$ cat src/rtl/oct_scan_sequencer_pkg.sv
// Shared types and constants for the OCT scan sequencer.
package oct_seq_pkg;

  typedef enum logic [2:0] {
    S_IDLE  = 3'd0,
    S_LOAD  = 3'd1,
    S_ARM   = 3'd2,
    S_RUN   = 3'd3,
    S_GAP   = 3'd4,
    S_DONE  = 3'd5,
    S_ABORT = 3'd6,
    S_FAULT = 3'd7
  } seq_state_t;

  localparam logic [2:0] ADDR_XPTS   = 3'd0;
  localparam logic [2:0] ADDR_XBLK   = 3'd1;
  localparam logic [2:0] ADDR_YPTS   = 3'd2;
  localparam logic [2:0] ADDR_CPP    = 3'd3;
  localparam logic [2:0] ADDR_DELAY  = 3'd4;
  localparam logic [2:0] ADDR_FRAMES = 3'd5;
  localparam logic [2:0] ADDR_GAP    = 3'd6;

  // Shortest inter-frame dwell; gives the generator time to drop its finished flag.
  localparam int GAP_MIN_DEF   = 2;
  // Number of cycles the generator is held in reset on abort or watchdog fault.
  localparam int ABORT_RST_CYC = 2;

endpackage

$ cat src/rtl/oct_scan_sequencer_if.sv
// Bus bundle between a host/generator side (master) and the sequencer (slave).
interface oct_seq_if #(parameter int CW = 16) ();

  logic          cfg_we;
  logic [2:0]    cfg_addr;
  logic [CW-1:0] cfg_wdata;
  logic          start;
  logic          abort;
  logic          gen_finished;

  logic          gen_data_rdy;
  logic          gen_rstn;
  logic [CW-1:0] gen_xpoints;
  logic [CW-1:0] gen_xblock;
  logic [CW-1:0] gen_ypoints;
  logic [CW-1:0] gen_cpp;
  logic [CW-1:0] gen_delay;
  logic          busy;
  logic [CW-1:0] frame_cnt;
  logic          done;
  logic          fault;

  modport master (
    output cfg_we, cfg_addr, cfg_wdata, start, abort, gen_finished,
    input  gen_data_rdy, gen_rstn, gen_xpoints, gen_xblock, gen_ypoints,
           gen_cpp, gen_delay, busy, frame_cnt, done, fault
  );

  modport slave (
    input  cfg_we, cfg_addr, cfg_wdata, start, abort, gen_finished,
    output gen_data_rdy, gen_rstn, gen_xpoints, gen_xblock, gen_ypoints,
           gen_cpp, gen_delay, busy, frame_cnt, done, fault
  );

endinterface

$ cat src/rtl/oct_scan_sequencer_cfg_regs.sv
// Shadow configuration register file; writes land here at any time and are
// only copied to the generator-facing registers when a scan starts.
module oct_seq_cfg_regs
  import oct_seq_pkg::*;
#(
  parameter int CW = 16
) (
  input  logic          clk,
  input  logic          rst,
  input  logic          we,
  input  logic [2:0]    addr,
  input  logic [CW-1:0] wdata,
  output logic [CW-1:0] xpoints,
  output logic [CW-1:0] xblock,
  output logic [CW-1:0] ypoints,
  output logic [CW-1:0] cpp,
  output logic [CW-1:0] delay,
  output logic [CW-1:0] frames,
  output logic [CW-1:0] gap
);

  // Address decode and write; address 7 is not mapped and is dropped.
  always_ff @(posedge clk or posedge rst) begin
    if (rst) begin
      xpoints <= '0;
      xblock  <= '0;
      ypoints <= '0;
      cpp     <= '0;
      delay   <= '0;
      frames  <= '0;
      gap     <= '0;
    end else if (we) begin
      case (addr)
        ADDR_XPTS:   xpoints <= wdata;
        ADDR_XBLK:   xblock  <= wdata;
        ADDR_YPTS:   ypoints <= wdata;
        ADDR_CPP:    cpp     <= wdata;
        ADDR_DELAY:  delay   <= wdata;
        ADDR_FRAMES: frames  <= wdata;
        ADDR_GAP:    gap     <= wdata;
        default:     ;
      endcase
    end
  end

endmodule

$ cat src/rtl/oct_scan_sequencer.sv
// Multi-frame OCT scan sequencer: launches one generator frame per ARM, counts
// finished frames, inserts an inter-frame gap and handles abort.
// Optional feature macro: OCT_SEQ_WATCHDOG_EN (RUN-state timeout -> FAULT).
//
// state | meaning
// IDLE  | waiting for start
// LOAD  | copy shadow config to active regs, clear frame count
// ARM   | gen_data_rdy high for this cycle
// RUN   | waiting for rising edge of gen_finished
// GAP   | inter-frame dwell of max(gap, GAP_MIN) cycles
// DONE  | done high for this cycle
// ABORT | generator held in reset for ABORT_RST_CYC cycles
// FAULT | watchdog tripped; held busy until abort
module oct_scan_sequencer
  import oct_seq_pkg::*;
#(
  parameter int CW      = 16,
  parameter int GAP_MIN = GAP_MIN_DEF
`ifdef OCT_SEQ_WATCHDOG_EN
  , parameter int WDOG_CYC = 2**24
`endif
) (
  input logic       clk,
  input logic       rst,
  oct_seq_if.slave  bus
);

  localparam logic [CW-1:0] GAP_MIN_W = CW'(GAP_MIN);
  localparam logic [1:0]    RST_LAST  = 2'(ABORT_RST_CYC - 1);

  logic [CW-1:0] sh_xpoints, sh_xblock, sh_ypoints, sh_cpp, sh_delay, sh_frames, sh_gap;
  logic [CW-1:0] act_xpoints, act_xblock, act_ypoints, act_cpp, act_delay;
  logic [CW-1:0] frames_q, gap_q, gap_cnt, frame_cnt_q;
  logic [CW-1:0] frame_nxt, dwell;
  logic [1:0]    rst_cnt;
  logic          data_rdy_q, rstn_q, busy_q, done_q;
  logic          fin_q, fin_rise;
  seq_state_t    state;

`ifdef OCT_SEQ_WATCHDOG_EN
  localparam logic [31:0] WDOG_LAST = 32'(WDOG_CYC - 1);
  logic [31:0] wdog_cnt;
  logic        fault_q;
`endif

  oct_seq_cfg_regs #(.CW(CW)) u_cfg_regs (
    .clk     (clk),
    .rst     (rst),
    .we      (bus.cfg_we),
    .addr    (bus.cfg_addr),
    .wdata   (bus.cfg_wdata),
    .xpoints (sh_xpoints),
    .xblock  (sh_xblock),
    .ypoints (sh_ypoints),
    .cpp     (sh_cpp),
    .delay   (sh_delay),
    .frames  (sh_frames),
    .gap     (sh_gap)
  );

  assign fin_rise  = bus.gen_finished & ~fin_q;
  assign frame_nxt = frame_cnt_q + 1'b1;
  // Unsigned compare: a gap shorter than GAP_MIN is stretched to GAP_MIN.
  assign dwell     = (gap_q < GAP_MIN_W) ? GAP_MIN_W : gap_q;

  // Previous value of gen_finished for rising-edge detection.
  always_ff @(posedge clk or posedge rst) begin
    if (rst) fin_q <= 1'b0;
    else     fin_q <= bus.gen_finished;
  end

  // Sequencer FSM with registered outputs.
  always_ff @(posedge clk or posedge rst) begin
    if (rst) begin
      state       <= S_IDLE;
      act_xpoints <= '0;
      act_xblock  <= '0;
      act_ypoints <= '0;
      act_cpp     <= '0;
      act_delay   <= '0;
      frames_q    <= '0;
      gap_q       <= '0;
      gap_cnt     <= '0;
      frame_cnt_q <= '0;
      rst_cnt     <= '0;
      data_rdy_q  <= 1'b0;
      rstn_q      <= 1'b0;
      busy_q      <= 1'b0;
      done_q      <= 1'b0;
`ifdef OCT_SEQ_WATCHDOG_EN
      wdog_cnt    <= '0;
      fault_q     <= 1'b0;
`endif
    end else begin
      data_rdy_q <= 1'b0;
      done_q     <= 1'b0;
      rstn_q     <= 1'b1;
      // Abort wins over everything, including a same-cycle finished edge.
      if (bus.abort && state != S_IDLE && state != S_FAULT) begin
        state   <= S_ABORT;
        rstn_q  <= 1'b0;
        rst_cnt <= '0;
        busy_q  <= 1'b1;
      end else begin
        case (state)
          S_IDLE: begin
            if (bus.start && !bus.abort) begin
              state  <= S_LOAD;
              busy_q <= 1'b1;
            end
          end
          S_LOAD: begin
            act_xpoints <= sh_xpoints;
            act_xblock  <= sh_xblock;
            act_ypoints <= sh_ypoints;
            act_cpp     <= sh_cpp;
            act_delay   <= sh_delay;
            frames_q    <= sh_frames;
            gap_q       <= sh_gap;
            frame_cnt_q <= '0;
            state       <= S_ARM;
            data_rdy_q  <= 1'b1;
          end
          S_ARM: begin
            state <= S_RUN;
`ifdef OCT_SEQ_WATCHDOG_EN
            wdog_cnt <= '0;
`endif
          end
          S_RUN: begin
            if (fin_rise) begin
              frame_cnt_q <= frame_nxt;
              if (frames_q != '0 && frame_nxt == frames_q) begin
                state  <= S_DONE;
                done_q <= 1'b1;
              end else begin
                state   <= S_GAP;
                gap_cnt <= dwell - 1'b1;
              end
            end
`ifdef OCT_SEQ_WATCHDOG_EN
            else if (wdog_cnt == WDOG_LAST) begin
              state   <= S_FAULT;
              fault_q <= 1'b1;
              rstn_q  <= 1'b0;
              rst_cnt <= '0;
            end else begin
              wdog_cnt <= wdog_cnt + 1'b1;
            end
`endif
          end
          S_GAP: begin
            if (gap_cnt == '0) begin
              state      <= S_ARM;
              data_rdy_q <= 1'b1;
            end else begin
              gap_cnt <= gap_cnt - 1'b1;
            end
          end
          S_DONE: begin
            state  <= S_IDLE;
            busy_q <= 1'b0;
          end
          S_ABORT: begin
            if (rst_cnt == RST_LAST) begin
              state  <= S_IDLE;
              busy_q <= 1'b0;
            end else begin
              rst_cnt <= rst_cnt + 1'b1;
              rstn_q  <= 1'b0;
            end
          end
          S_FAULT: begin
`ifdef OCT_SEQ_WATCHDOG_EN
            if (bus.abort) begin
              state   <= S_IDLE;
              busy_q  <= 1'b0;
              fault_q <= 1'b0;
            end else if (rst_cnt != RST_LAST) begin
              rst_cnt <= rst_cnt + 1'b1;
              rstn_q  <= 1'b0;
            end
`else
            state  <= S_IDLE;
            busy_q <= 1'b0;
`endif
          end
          default: state <= S_IDLE;
        endcase
      end
    end
  end

  assign bus.gen_data_rdy = data_rdy_q;
  assign bus.gen_rstn     = rstn_q;
  assign bus.gen_xpoints  = act_xpoints;
  assign bus.gen_xblock   = act_xblock;
  assign bus.gen_ypoints  = act_ypoints;
  assign bus.gen_cpp      = act_cpp;
  assign bus.gen_delay    = act_delay;
  assign bus.busy         = busy_q;
  assign bus.frame_cnt    = frame_cnt_q;
  assign bus.done         = done_q;
`ifdef OCT_SEQ_WATCHDOG_EN
  assign bus.fault        = fault_q;
`else
  assign bus.fault        = 1'b0;
`endif

endmodule
$ cat src/flat_wrapper.sv
// flat-port wrapper written by rule: the top's interface ports become plain ports
module oct_scan_sequencer_flat import oct_seq_pkg::*;
#(
  parameter int CW      = 16,
  parameter int GAP_MIN = GAP_MIN_DEF

)
  (clk, rst, bus_cfg_we, bus_cfg_addr, bus_cfg_wdata, bus_start, bus_abort, bus_gen_finished, bus_gen_data_rdy, bus_gen_rstn, bus_gen_xpoints, bus_gen_xblock, bus_gen_ypoints, bus_gen_cpp, bus_gen_delay, bus_busy, bus_frame_cnt, bus_done, bus_fault);
  oct_seq_if #(.CW(CW)) bus_i ();
  input logic clk;
  input logic rst;
  input wire logic [$bits(bus_i.cfg_we)-1:0] bus_cfg_we;
  input wire logic [$bits(bus_i.cfg_addr)-1:0] bus_cfg_addr;
  input wire logic [$bits(bus_i.cfg_wdata)-1:0] bus_cfg_wdata;
  input wire logic [$bits(bus_i.start)-1:0] bus_start;
  input wire logic [$bits(bus_i.abort)-1:0] bus_abort;
  input wire logic [$bits(bus_i.gen_finished)-1:0] bus_gen_finished;
  output wire logic [$bits(bus_i.gen_data_rdy)-1:0] bus_gen_data_rdy;
  output wire logic [$bits(bus_i.gen_rstn)-1:0] bus_gen_rstn;
  output wire logic [$bits(bus_i.gen_xpoints)-1:0] bus_gen_xpoints;
  output wire logic [$bits(bus_i.gen_xblock)-1:0] bus_gen_xblock;
  output wire logic [$bits(bus_i.gen_ypoints)-1:0] bus_gen_ypoints;
  output wire logic [$bits(bus_i.gen_cpp)-1:0] bus_gen_cpp;
  output wire logic [$bits(bus_i.gen_delay)-1:0] bus_gen_delay;
  output wire logic [$bits(bus_i.busy)-1:0] bus_busy;
  output wire logic [$bits(bus_i.frame_cnt)-1:0] bus_frame_cnt;
  output wire logic [$bits(bus_i.done)-1:0] bus_done;
  output wire logic [$bits(bus_i.fault)-1:0] bus_fault;
  assign bus_i.cfg_we = bus_cfg_we;
  assign bus_i.cfg_addr = bus_cfg_addr;
  assign bus_i.cfg_wdata = bus_cfg_wdata;
  assign bus_i.start = bus_start;
  assign bus_i.abort = bus_abort;
  assign bus_i.gen_finished = bus_gen_finished;
  assign bus_gen_data_rdy = bus_i.gen_data_rdy;
  assign bus_gen_rstn = bus_i.gen_rstn;
  assign bus_gen_xpoints = bus_i.gen_xpoints;
  assign bus_gen_xblock = bus_i.gen_xblock;
  assign bus_gen_ypoints = bus_i.gen_ypoints;
  assign bus_gen_cpp = bus_i.gen_cpp;
  assign bus_gen_delay = bus_i.gen_delay;
  assign bus_busy = bus_i.busy;
  assign bus_frame_cnt = bus_i.frame_cnt;
  assign bus_done = bus_i.done;
  assign bus_fault = bus_i.fault;
  oct_scan_sequencer #(.CW(CW), .GAP_MIN(GAP_MIN)) u_core (.clk(clk), .rst(rst), .bus(bus_i));
endmodule
$ cat config.mk
export PLATFORM = sky130hd
export DESIGN_NAME = oct_scan_sequencer_flat
export DESIGN_NICKNAME = d
export VERILOG_FILES = /design/src/rtl/oct_scan_sequencer_pkg.sv /design/src/rtl/oct_scan_sequencer_if.sv /design/src/rtl/oct_scan_sequencer_cfg_regs.sv /design/src/rtl/oct_scan_sequencer.sv /design/src/flat_wrapper.sv
export SDC_FILE = /design/constraint.sdc
export NUM_CORES = 1
export LEC_CHECK = 0
export ABC_AREA = 1
export ABC_CLOCK_PERIOD_IN_PS = 7400
export CAP_MARGIN = 20
export CORE_ASPECT_RATIO = 1.4
export CORE_MARGIN = 8
export CORE_UTILIZATION = 57
export CTS_CLUSTER_SIZE = 14
export DETAILED_ROUTE_END_ITERATION = 8
export GPL_ROUTABILITY_DRIVEN = 0
export PLACE_DENSITY_LB_ADDON = 0.3
export SETUP_SLACK_MARGIN = 0.02
export SYNTH_ARGS = -nofsm -noshare
export SYNTH_HDL_FRONTEND = slang
export SYNTH_HIERARCHICAL = 1
export SYNTH_SLANG_ARGS = --single-unit
$ cat constraint.sdc
create_clock -name clk -period 7.4 [get_ports clk]
set_input_delay 2.22 -clock clk [delete_from_list [all_inputs] [get_ports clk]]
set_output_delay 2.22 -clock clk [all_outputs]
set_load 0.03 [all_outputs]
### Yosys cells after proc, flatten, opt, wreduce, memory -nomap -nowiden

Index checks and enable logic that the tools add are counted.

* output and inout port bits: 101
* word-level logic and storage cells: 114
* register bits: 266

* add/subtract/negate cells: 4
* mux-type cells: 31
* bitwise gates (word level): 3
* equality and inequality tests: 24
* reductions and logical operators: 28
* order comparisons: 1

Operators with widths (count)
* two-way mux 16 bit: 5
* case mux 16 bit (2 select lines): 2
* subtractor 16 x 1 -> 16 bit (second input constant): 2
* == test 3 bit (second input constant): 7
* case mux 3 bit (7 select lines): 1
* AND reduction 2 bit: 9
* adder 16 x 1 -> 16 bit (second input constant): 1
* == test 16 bit: 1
* logical NOT 16 bit: 1
* < comparator 16 x 2 -> 1 bit (second input constant): 1
* nonzero test 16 bit: 1
* two-way mux 3 bit: 5
* two-way mux 1 bit: 13
* == test 3 x 2 -> 1 bit (second input constant): 4
* != test 3 x 1 -> 1 bit (second input constant): 4
* == test 3 x 1 -> 1 bit (second input constant): 2
* logical NOT 3 bit: 2
* two-way mux 2 bit: 3
* AND reduction 3 bit: 2
* nonzero test 2 bit: 3
* AND reduction 5 bit: 1
* logical AND 1 bit: 4
* != test 2 x 1 -> 1 bit (second input constant): 2
* != test 2 bit (second input constant): 2
* other kinds (12): 13

### Logic depth before layout (Yosys ltp)

Gate-level depths: netlist of the first run.

* depth in word-level cells: 7
* gate-level depth with buffers: 16
* depth with buffers taken out: 15

### Hierarchy

Netlist of the first run, hierarchy kept.

Modules (own cells, without submodules)
* oct_scan_sequencer: times used 1, cells an instance 808, area each 7483.4 sq um
* oct_seq_cfg_regs: times used 1, cells an instance 495, area each 4365.4 sq um

### Worst setup path after synthesis of the first run

No wires, ideal clock.

* path type: input port to flip-flop
* start: input bus_abort
* end: register u_core.act_cpp[0], in the netlist u_core/bus.gen_cpp[0]
* path buffers: 2
* slack: 3.869 ns
* data arrival time: 3.406 ns
* stages: 7
* library setup time: 0.125 ns
* data required time: 7.275 ns
* path through: o21ai_1 nor2_1 inv_2 nand3_1 buf_2 buf_2 mux2_2

* word-level cells in the longest chain between the ends: 4

Ends and longest elaborated chain
* start: declaration: line flat_wrapper.sv:16 `input wire logic [$bits(bus_i.abort)-1:0] bus_abort;`
* logical AND 1 bit (2 in a row): line oct_scan_sequencer.sv:99 `if (bus.abort && state != S_IDLE && state != S_FAULT) begin`
* NOT 1 bit (no source line)
* AND reduction 2 bit (no source line)
* end signal: assignment: line oct_scan_sequencer.sv:116 `act_cpp <= sh_cpp;`
* end: declaration: line oct_scan_sequencer.sv:32 `logic [CW-1:0] act_xpoints, act_xblock, act_ypoints, act_cpp, act_delay;`

No other way between the ends.
A chain may end at the register's enable or synchronous reset.

### Final worst setup path of the first run

* start: input bus_abort
* end: register u_core.gap_q[6]

* word-level cells in the longest chain between the ends: 4

Ends and longest elaborated chain
* logical AND 1 bit (2 in a row): line oct_scan_sequencer.sv:99
* NOT 1 bit (no source line)
* AND reduction 2 bit (no source line)
* end signal: assignment: line oct_scan_sequencer.sv:119 `gap_q <= sh_gap;`
* end: declaration: line oct_scan_sequencer.sv:33 `logic [CW-1:0] frames_q, gap_q, gap_cnt, frame_cnt_q;`

No other way between the ends.

==> results.sh, run 1 <==
export IMPL_cp_max_fo=68
export IMPL_syn_nets=1331
export IMPL_dp_hpwl_mm=19.7
export IMPL_leakage_nw=7.03
export IMPL_tightest_slew_ps=1140
export IMPL_finalMaxSlewViolations=0
export IMPL_cts_hold_buf=0
export IMPL_critPathLaunchType="input pin"
export IMPL_cts_sinks=266
export IMPL_cts_root_buf="clkbuf_16"
export IMPL_worstSkewPairLatency_ps=520
export IMPL_layout_drive_gt1_share=0.125
export IMPL_first_global_vias=9603
export IMPL_fmax_mhz=226
export IMPL_peakVddDrop_uv=259
export IMPL_worstPathRequired_ps=7800
export IMPL_crit_type="input pin to flip-flop"
export IMPL_syn_inst=1303
export IMPL_totalWireLength_mm=29.5
export IMPL_min_to="u_core/u_cfg_regs/ypoints[15]"
export IMPL_syn_area_per_cell_um2=9.09
export IMPL_rows=62
export IMPL_area_delta_synth_final_pct=20.0
export IMPL_post_route_min_period_ps=4430
export IMPL_hold_slack_ps=472
export IMPL_synthDistinctLibCells=35
export IMPL_grt_setup_unrepaired="no"
export IMPL_cts_resized=0
export IMPL_core_mm2=0.0205
export IMPL_path_cells="clkdlybuf4s50_1 -> o21ai_1 -> nor2_1 -> inv_2 -> nand3_4 -> buf_4 -> mux2_2"
export IMPL_cp_end_kind="flip-flop"
export IMPL_maxSlewHeadroom=0.237
export IMPL_num_io_pins=126
export IMPL_use_met1=0.293
export IMPL_rrSetupSlack_ps=4280
export IMPL_syn_area_mm2=0.0118
export IMPL_use_met2=0.387
export IMPL_fin_setup_tns_ps=0
export IMPL_path_clk_slew_ps=60
export IMPL_hp_class="flip-flop to flip-flop"
export IMPL_final_nets=1446
export IMPL_r2r_start="u_core/state[2]"
export IMPL_hold_depth=2
export IMPL_maxCapViolCount=0
export IMPL_antenna_found_initial=0
export IMPL_cts_buffer_depth=3
export IMPL_overflow=0
export IMPL_hp_start="u_core/u_cfg_regs/ypoints[15]"
export IMPL_h_tree_depth=1
export IMPL_finalHoldViolCount=0
export IMPL_vias=9411
export IMPL_cts_setup_buffers=0
export IMPL_detail_route_first_pass_iterations=5
export IMPL_ys_seq_area_frac=0.562
export IMPL_status="finished, final reports clean"
export IMPL_slowest_stage="nand3_4"
export IMPL_antenna_cells=0
export IMPL_use_met3=0.0328
export IMPL_cts_buffers=26
export IMPL_grt_max_degree=109
export IMPL_finalSetupViolations=0
export IMPL_ys_seq_elements=266
export IMPL_vias_per_cell=5.57
export IMPL_reg2reg_to="u_core/gap_cnt[12]"
export IMPL_post_drt_wl_per_cell_um=17.4
export IMPL_yosys_warnings=6
export IMPL_grt_usage=0.233
export IMPL_die_x_um=138
export IMPL_ant_nets=0
export IMPL_dieHeight_um=187
export IMPL_skew_ps=7.49
export IMPL_die_area_mm2=0.0257
export IMPL_cp_arrival_ps=4830
export IMPL_cp_slowest_stage_delay_ps=590
export IMPL_busiest_layer="met2"
export IMPL_drt_iter0_markers=716
export IMPL_reg2regPathDepth=11
export IMPL_post_route_drc_count=0
export IMPL_grt_first_pass_wirelength_mm=48.5
export IMPL_start_util=0.579
export IMPL_powerDensity_mw_per_mm2=413
export IMPL_fin_crit_sh=0.599
export IMPL_io_buffers=124
export IMPL_cts_tree="built"
-- critical path, delay by kind of cell --
kind / cells / cell delay [ps]
buffers and inverters: 3 / 1150
and+or+nand+nor: 2 / 930
muxes: 1 / 400
AOI/OAI and AO/OA: 1 / 90
-- routing by layer --
metal / part of all wire / vias to the layer above
met5: 0 / -
met4: 0.043 / 0
met3: 0.059 / 84
met2: 0.50 / 347
met1: 0.40 / 4558
li1: - / 4422
-- layout make-up --
type / instances / area (um^2)
Fill cell: 1595 / 6260
Tap cell: 256 / 320
Clock buffer: 37 / 763
Clock inverter: 7 / 164
Timing Repair Buffer: 131 / 1310
Sequential cell: 266 / 6660
Multi-Input combinational cell: 902 / 4650
Inverter: 91 / 349
-- synthesized netlist by cell type (all sizes together) --
cell type	number	area, um^2
a211oi	1	7.51
a311oi	1	8.76
mux2	97	1090
xor2	6	52.6
o22ai	10	62.6
clkbuf	7	26.3
a31oi	1	6.26
a21oi	22	114
and2	1	6.26
a21boi	1	7.51
nand3b	3	22.5
inv	90	338
buf	37	195
o21ai	31	155
nand4	11	68.8
ha	3	37.5
clkinv	1	3.75
nand3	135	688
nand2	464	1760
conb	1	3.75
nor3	7	35.0
xnor2	7	61.3
nor2	100	438
dfrtp	266	6660
-- per-stage QoR --
step	setup slack, ps	total power, W	cells	util	area, um^2
after floorplan	1030	0.00366	1303	-	11800
after global placement	2520	0.00439	1645	0.648	13300
after detailed placement	2460	0.00445	1645	0.648	13300
after CTS	2990	0.00590	1689	0.693	14200
after global routing	2780	0.00621	1690	0.694	14200
final	2970	0.00587	1690	0.694	14200
-- cells by family (layout without fill, tap and decap cells) --
group	Yosys count	in the layout	share of synthesized area
AO/OA/AOI/OAI	67	67	0.0305
XOR/XNOR	13	13	0.00961
adder cells (fa/ha/maj)	3	3	0.00317
buffers and inverters	135	266	0.0475
flip-flops	266	266	0.562
multiplexers	97	97	0.0922
other	1	1	0.000316
AND/OR/NAND/NOR	721	721	0.255
-- worst max path at each step --
stage,start,end,slack [ps],depth (start not counted)
3_3_place_gp,bus_abort,u_core/bus.gen_xblock[7],2520,7
6_report,bus_abort,u_core/gap_q[6],2970,7
4_1_cts,bus_abort,u_core/gap_q[6],2990,7
2_1_floorplan,rst,u_core/bus.busy,1030,1
3_5_place_dp,bus_abort,u_core/bus.gen_xblock[5],2460,7
5_1_grt,bus_abort,u_core/gap_q[6],2780,7
-- layout by cell type, fill, tap and decap left out, drive strengths merged --
cell type	Yosys	layout
clkinv	1	3
a311oi	1	1
nor2	100	100
a21boi	1	1
o22ai	10	10
nand2	464	464
nand3	135	135
inv	90	90
a21oi	22	22
bufinv	0	5
dfrtp	266	266
a31oi	1	1
xor2	6	6
and2	1	1
buf	37	7
mux2	97	97
nand4	11	11
a211oi	1	1
nor3	7	7
o21ai	31	31
conb	1	1
nand3b	3	3
clkdlybuf4s50	0	124
clkbuf	7	37
xnor2	7	7
ha	3	3
-- power breakdown --
group          leakage, nW  switching, W  internal (W)
Clock                0.453      0.000528      0.000886
Sequential            3.37      0.000347       0.00191
Combinational         3.21       0.00131      0.000893
Total                 7.03       0.00218       0.00369
(Power assumes the default switching activity.)
==> run 2, diff against run 1 <==
--- a/config.mk
+++ b/config.mk
@@ -6,7 +6,7 @@
 export NUM_CORES = 1
 export LEC_CHECK = 0
 export ABC_AREA = 1
-export ABC_CLOCK_PERIOD_IN_PS = 7400
+export ABC_CLOCK_PERIOD_IN_PS = 4200
 export CAP_MARGIN = 20
 export CORE_ASPECT_RATIO = 1.4
 export CORE_MARGIN = 8
==> constraint.sdc (replaced) <==
create_clock -name clk -period 4.2 [get_ports clk]
set_input_delay 1.26 -clock clk [delete_from_list [all_inputs] [get_ports clk]]
set_output_delay 1.26 -clock clk [all_outputs]
set_load 0.03 [all_outputs]
==> run 2 against run 1 <==
Register-to-register slack worse by 3100 ps. Clock skew is 6.2 ps higher. Sequential share of layout area is 0.099 points higher. First-iteration DRC count is 23% higher. Sequential power is 76% higher. Critical endpoint is now bus_frame_cnt[0].
==> results.sh, run 2 (synthesized netlist as in run 1, its figures left out) <==
export IMPL_power_w=0.0101
export IMPL_cp_num_buf_inv=1
export IMPL_fin_setup_tns_ps=0
export IMPL_post_drt_wl_per_cell_um=17.9
export IMPL_dp_cells=1654
export IMPL_final_nets=1453
export IMPL_grt_max_degree=61
export IMPL_ant_nets=0
export IMPL_peakVddDrop_uv=526
export IMPL_drt_iter0_markers=884
export IMPL_worstSkewPairLatency_ps=510
export IMPL_finalMaxSlewViolations=0
export IMPL_cp_slowest_stage_delay_ps=740
export IMPL_vias_per_cell=5.64
export IMPL_cts_sinks=266
export IMPL_finalHoldViolCount=0
export IMPL_vias=9568
export IMPL_dieHeight_um=187
export IMPL_maxCapViolCount=0
export IMPL_rows=62
export IMPL_final_cell_count_no_fill=1696
export IMPL_utilization=0.693
export IMPL_cp_arrival_ps=1770
export IMPL_start_util=0.579
export IMPL_fin_crit_sh=0.722
export IMPL_rrSetupSlack_ps=1190
export IMPL_cts_buffer_depth=3
export IMPL_antenna_cells=0
export IMPL_cts_hold_buf=0
export IMPL_grt_usage=0.241
export IMPL_r2r_start="u_core/state[2]"
export IMPL_cts_tree="built"
export IMPL_status="finished, final reports clean"
export IMPL_cts_setup_buffers=0
export IMPL_post_route_drc_count=0
export IMPL_antenna_found_initial=0
export IMPL_totalWireLength_mm=30.3
export IMPL_crit_cells=1
export IMPL_powerDensity_mw_per_mm2=713
export IMPL_grt_setup_unrepaired="no"
export IMPL_final_cell_mix="nand2_1 (458), dfrtp_1 (266), nand3_1 (133)"
export IMPL_grt_first_pass_wirelength_mm=50.3
export IMPL_die_area_mm2=0.0257
export IMPL_fmax_mhz=330
export IMPL_critPathLaunch="u_core/bus.frame_cnt[0]"
export IMPL_io_buffers=124
export IMPL_dp_hpwl_mm=20.3
export IMPL_leakage_nw=7.01
export IMPL_cts_buffers=25
export IMPL_detail_route_first_pass_iterations=5
export IMPL_reg2regPathDepth=11
export IMPL_num_io_pins=126
export IMPL_maxSlewHeadroom=0.484
export IMPL_h_tree_depth=1
export IMPL_final_common_cell="nand2_1"
export IMPL_critPathLaunchType="flip-flop"
export IMPL_layout_drive_gt1_share=0.126
export IMPL_endpoint="bus_frame_cnt[0]"
export IMPL_hp_class="flip-flop to flip-flop"
export IMPL_skew_ps=13.7
export IMPL_cp_end_kind="output pin"
export IMPL_core_mm2=0.0205
export IMPL_post_route_min_period_ps=3030
export IMPL_first_global_vias=9906
export IMPL_die_x_um=138
export IMPL_slowest_stage="clkdlybuf4s50_1"
export IMPL_cts_resized=0
export IMPL_area_delta_synth_final_pct=19.7
export IMPL_overflow=0
export IMPL_crit_type="flip-flop to output pin"
export IMPL_finalSetupViolations=0
export IMPL_cp_max_fo=9
export IMPL_tightest_slew_ps=772
export IMPL_fillers=1552
export IMPL_crit_family="buffers and inverters"
export IMPL_cts_root_buf="clkbuf_16"
export IMPL_path_cells="clkdlybuf4s50_1"
export IMPL_reg2reg_to="u_core/gap_cnt[12]"
export IMPL_worstPathRequired_ps=2940
export IMPL_path_clk_slew_ps=60
run 2: per-stage QoR:
step	setup slack [ps]	instance area, um^2	hold slack, ps
after floorplan	995	11900	438
after global placement	873	13400	451
after detailed placement	817	13400	454
after CTS	1130	14200	473
after global routing	856	14200	490
final	1170	14200	470
run 2: routing by layer:
metal  routed length, um  vias to the layer above  GRT usage  part of all wire
li1                    -                     4432          -                 -
met1               11900                     4699      0.299              0.39
met2               15500                      366      0.413              0.51
met3                1740                       71     0.0293             0.057
met4                1110                        0      0.100             0.037
met5                   0                        -          0                 0
run 2: area by class of cell:
class | instances | area [um^2] | area share
multi-input cells | 902 | 4650 | 0.328
repair buffers | 139 | 1420 | 0.0998
well taps | 256 | 320 | 0.0226
flip-flops and latches | 266 | 6660 | 0.469
inverters | 91 | 349 | 0.0246
clock inverters | 7 | 116 | 0.00820
clock buffers | 35 | 683 | 0.0481
run 2: worst min-delay path by stage:
stage | from | endpoint | slack (ps) | depth (start not counted)
finish | u_core/gap_cnt[9] | u_core/gap_cnt[9] | 470 | 2
CTS | u_core/gap_cnt[9] | u_core/gap_cnt[9] | 470 | 2
floorplan | u_core/u_cfg_regs/delay[0] | u_core/u_cfg_regs/delay[0] | 440 | 2
global route | u_core/gap_cnt[9] | u_core/gap_cnt[9] | 490 | 2
global placement | u_core/u_cfg_regs/delay[9] | u_core/u_cfg_regs/delay[9] | 450 | 2
detailed placement | u_core/u_cfg_regs/delay[9] | u_core/u_cfg_regs/delay[9] | 450 | 2
run 2: report_power, final:
group          switching (W)  total [W]  internal [W]  leakage, nW
clock network       0.000925    0.00224       0.00132        0.387
logic                0.00231    0.00390       0.00159         3.25
registers           0.000610    0.00397       0.00337         3.37
total                0.00384     0.0101       0.00627         7.01
